$ cat src/rtl/alu_result_display.sv
// alu_result_display: double-dabble conversion of the ALU result onto a 4-digit multiplexed 7-seg display
module alu_result_display #(
    parameter int REFRESH_DIV = 50000
) (
    input  logic       clk,
    input  logic       rst,
    input  logic       load,
    input  logic [7:0] f,
    input  logic       cout,
    output logic       busy,
    output logic       done,
    output logic [3:0] an,
    output logic [6:0] seg,
    output logic       dp
);
    localparam int RW = $clog2(REFRESH_DIV);
    localparam logic [6:0] BLANK = 7'b1111111;

    typedef enum logic [1:0] {IDLE, CONVERT, UPDATE} state_t;

    state_t        state;
    logic [7:0]    sr;
    logic [11:0]   bcd;
    logic [11:0]   adj;
    logic [2:0]    cnt;
    logic          flag;
    logic [11:0]   disp;
    logic          dflag;
    logic [RW-1:0] rcnt;
    logic [1:0]    idx;
    logic [6:0]    s0, s1, s2, s3;

    function automatic logic [6:0] seg7(input logic [3:0] d);
        case (d)
            4'd0:    seg7 = 7'b1000000;
            4'd1:    seg7 = 7'b1111001;
            4'd2:    seg7 = 7'b0100100;
            4'd3:    seg7 = 7'b0110000;
            4'd4:    seg7 = 7'b0011001;
            4'd5:    seg7 = 7'b0010010;
            4'd6:    seg7 = 7'b0000010;
            4'd7:    seg7 = 7'b1111000;
            4'd8:    seg7 = 7'b0000000;
            4'd9:    seg7 = 7'b0010000;
            default: seg7 = BLANK;
        endcase
    endfunction

    assign adj = {bcd[11:8] >= 4'd5 ? bcd[11:8] + 4'd3 : bcd[11:8],
                  bcd[7:4]  >= 4'd5 ? bcd[7:4]  + 4'd3 : bcd[7:4],
                  bcd[3:0]  >= 4'd5 ? bcd[3:0]  + 4'd3 : bcd[3:0]};

    // Capture, eight add-3/shift steps, then commit to the display in one go
    always_ff @(posedge clk or posedge rst) begin
        if (rst) begin
            state <= IDLE;
            busy  <= 1'b0;
            done  <= 1'b0;
            sr    <= '0;
            bcd   <= '0;
            cnt   <= '0;
            flag  <= 1'b0;
            disp  <= '0;
            dflag <= 1'b0;
        end else begin
            case (state)
                IDLE: if (load) begin
                    sr    <= f;
                    flag  <= cout;
                    bcd   <= '0;
                    cnt   <= '0;
                    busy  <= 1'b1;
                    state <= CONVERT;
                end
                CONVERT: begin
                    {bcd, sr} <= {adj[10:0], sr, 1'b0};
                    cnt       <= cnt + 3'd1;
                    if (cnt == 3'd7) begin
                        done  <= 1'b1;
                        state <= UPDATE;
                    end
                end
                UPDATE: begin
                    disp  <= bcd;
                    dflag <= flag;
                    done  <= 1'b0;
                    busy  <= 1'b0;
                    state <= IDLE;
                end
                default: state <= IDLE;
            endcase
        end
    end

    // Free-running refresh divider; the digit index steps on each wrap
    always_ff @(posedge clk or posedge rst) begin
        if (rst) begin
            rcnt <= '0;
            idx  <= '0;
        end else if (rcnt == RW'(REFRESH_DIV - 1)) begin
            rcnt <= '0;
            idx  <= idx + 2'd1;
        end else begin
            rcnt <= rcnt + 1'b1;
        end
    end

    assign s0  = seg7(disp[3:0]);
    assign s1  = disp[11:4] == 8'd0 ? BLANK : seg7(disp[7:4]);
    assign s2  = disp[11:8] == 4'd0 ? BLANK : seg7(disp[11:8]);
    assign s3  = dflag ? seg7(4'd1) : BLANK;
    assign seg = idx == 2'd0 ? s0 : idx == 2'd1 ? s1 : idx == 2'd2 ? s2 : s3;
    assign an  = ~(4'b0001 << idx);
    assign dp  = 1'b1;
endmodule
$ cat config.mk
export PLATFORM = sky130hd
export DESIGN_NAME = alu_result_display
export DESIGN_NICKNAME = d
export VERILOG_FILES = /design/src/rtl/alu_result_display.sv
export SDC_FILE = /design/constraint.sdc
export NUM_CORES = 1
export LEC_CHECK = 0
export CAP_MARGIN = 20
export CORE_UTILIZATION = 60
export DETAILED_ROUTE_END_ITERATION = 8
export DONT_BUFFER_PORTS = 1
export PLACE_DENSITY = 0.81
export SLEW_MARGIN = 15
export SYNTH_ARGS = -nofsm -noshare
export SYNTH_HDL_FRONTEND = slang
export SYNTH_SLANG_ARGS = --single-unit
$ cat constraint.sdc
create_clock -name clk -period 5.8 [get_ports clk]
set_clock_uncertainty 0.05 [all_clocks]
set_input_delay 0.87 -clock clk [delete_from_list [all_inputs] [get_ports clk]]
set_output_delay 0.87 -clock clk [all_outputs]
set_load 0.005 [all_outputs]
==> reports/qor.yml <==
status:
  status: "complete, no violations"
place:
  dpl-instance-area_um2: 3560
  port_buffers: 0
  place_worst_setup_slack_ns: 3.12
  place_congestion: 0.833
  dp_hpwl_um: 4460
pwr:
  p_per_area_nw_per_um2: 430
  total_power_mw: 1.61
  ir_drop_mv: 0.297
  leakagePower_nw: 1.66
sta:
  fin_crit_ns: 3.09
  relSlewSlack_pct: 47.0
  final_max_slew_viol_count: 0
  hold_viol: 0
  fin_crit_sh_pct: 53.2
  finalSetupViolations: 0
  max_freq_mhz: 324
  setup_ws_ns: 2.71
  finalSetupTns_ns: 0
  worst_slew_pin_slew_ns: 0.790
  rsz0062_at_grt: "no"
setup_path:
  path_max_fanout: 6
  criticalPathCategory: "reg2out"
  cp_slowest_cell: "a211oi_1"
  ff2ff_setup_slack_ns: 3.56
  crit_family: "compound AO/OA/AOI/OAI gates"
  cpPeakStageDelay_ns: 0.49
  start_kind: "flop"
  cp-end-kind: "output port"
  path_buf_inv: 1
  cp_cell_sequence: "inv_1 -> ha_1 -> nor4bb_1 -> a211oi_1 -> o21ai_0 -> and3_1"
  critPathRequiredTime_ns: 4.88
  crit_arrival_ns: 2.17
clock_network:
  hold_buffers: 0
  clk_latency_ns: 0.33
  htree_num_levels: 3
  ctsResizeCount: 0
  tritoncts: "done"
  cts.sinks: 59
  postCtsSetupBuffers: 0
  cts_max_path_buffers: 2
  cts-root-buf: "clkbuf_8"
  numCtsBuffers: 9
  cts.clk_slew.worst_paths_ns: 0.06
synthesis:
  seq_area_frac_synth_pct: 41.8
  synth-edff-count: 0
  yosysUniqueCellTypes: 47
  syn_area_um2: 3530
  ys_ff_latch: 59
  syn_inst: 381
  synth_flop_cell: "dfrtp_1"
  synth_area_per_cell_um2: 9.27
  syn_nets: 421
  async_reset_ff_share_pct: 100
  synth_warnings: 0
detailed_routing:
  via_per_inst: 5.70
  drtAntennaViolNets: 0
  num_vias: 2576
  drt_first_iter_violations: 138
  wirelength_um: 6410
  dr.pass1.iters: 4
  wl_per_cell_um: 14.2
  drc_errors: 0
floorplan:
  initial_core_util_pct: 63.4
  std_cell_rows: 27
  die_w_um: 78.7
  pin_count: 26
  die-area_um2: 6200
  die_height_um: 78.7
  design.core.area_um2: 5570
global_route:
  grt_pass1_vias: 2419
  antenna_found_initial: 0
  grt_overflow: 0
  grt_use_total_pct: 23.2
  grt_max_degree: 60
  grt_pass1_wl_um: 11000
flow_run:
  drv_cap: 0
cells_and_area:
  drive_gt1_share_pct: 9.74
  diodes: 0
  syn2layout_area_growth_pct: 6.23
  final_net_count: 416
  stdcell_area_um2: 3750
worst_hold_path:
  hold_class: "reg2reg"
==> cell families after synthesis <==
kind of cell,after synthesis,share of synthesized area (%)
AOI/OAI and AO/OA,91,14.7
xor gates and xnor gates,15,3.72
adders and majority gates,28,9.92
buffers and inverters,43,4.89
DFF,59,41.8
muxes,16,4.92
other,1,0.106
and+or+nand+nor,128,19.9
==> sequential cells by signal (all words and copies together) (netlist names) <==
| name | flops |
|---|---|
| idx | 2 |
| rcnt | 16 |
| disp | 12 |
| bcd | 12 |
| state | 2 |
| cnt | 3 |
| flag | 1 |
| sr | 8 |
| done | 1 |
| busy | 1 |
| dflag | 1 |
==> through the flow <==
step	instances	util [%]	hold WS, ns
2_1_floorplan	381	-	0.373
3_3_place_gp	437	63.8	0.386
3_5_place_dp	437	63.8	0.397
4_1_cts	452	67.3	0.405
5_1_grt	452	67.3	0.438
6_report	452	67.3	0.401
==> layer usage <==
| metal | routed length, um | part of all wire [%] | track usage, % | vias to the layer above |
|---|---|---|---|---|
| met1 | 3060 | 48 | 29.9 | 1224 |
| met5 | 0 | 0 | 0 | - |
| met4 | 71 | 1.1 | 9.44 | 0 |
| met3 | 230 | 3.6 | 4.71 | 6 |
| met2 | 3050 | 48 | 38.4 | 49 |
| li1 | - | - | - | 1297 |
==> area by class of cell <==
type / count / area, um2
Clock inverter: 2 / 35.0
Clock buffer: 13 / 159
Tap cell: 72 / 90.1
Inverter: 25 / 93.8
Fill cell: 460 / 1820
Sequential cell: 59 / 1480
Timing Repair Buffer: 2 / 15.0
Multi-Input combinational cell: 279 / 1880
==> cell usage in the layout, fill, tap and decap left out, types with 4 or more instances in the layout <==
cell type and instances:
a21oi_1 26, a22o_1 5, and2_1 4, and3_1 9, clkbuf_8 11, dfrtp_1 59
ha_1 28, inv_1 23, mux2_2 11, mux2i_1 5, nand2_1 41, nand2b_1 12
nand3_1 7, nor2_1 18, nor3_1 5, nor3b_1 9, o21a_1 5, o21ai_0 42
xnor2_1 9, xor2_1 6
==> worst paths after layout <==
| check | start | endpoint | cells after the start |
|---|---|---|---|
| worst min-delay path | rcnt[0] | rcnt[0] | 1 |
| worst max register to register | rcnt[5] | rcnt[12] | 4 |
| max in group asynchronous | rst | rcnt[3] | 2 |
| worst min register to register | rcnt[0] | rcnt[0] | 1 |
| min in group asynchronous | rst | cnt[0] | 2 |
| worst max-delay path | disp[8] | seg[5] | 6 |
==> report_power, final <==
part | leakage, nW | total, mW | switching (mW) | internal (mW)
combinational | 0.793 | 0.586 | 0.307 | 0.279
clock | 0.0995 | 0.365 | 0.146 | 0.219
sequential | 0.764 | 0.662 | 0.137 | 0.524
==> synth_stat cells (all sizes together), types with 4 or more instances <==
master / instances / share of area [%]
or3: 5 / 1.1
nand2: 41 / 4.4
ha: 28 / 9.9
nor3b: 9 / 1.9
xnor2: 9 / 2.2
nor3: 5 / 0.71
clkbuf: 16 / 1.7
o21ai: 43 / 6.1
nor2: 18 / 1.9
inv: 24 / 2.6
o21a: 5 / 1.1
dfrtp: 59 / 42
a21oi: 27 / 3.9
mux2i: 5 / 1.4
and2: 4 / 0.71
and3: 9 / 1.6
mux2: 11 / 3.5
a22o: 5 / 1.2
nand2b: 12 / 2.1
xor2: 6 / 1.5
nand3: 8 / 1.3
(Power assumes the default switching activity.)
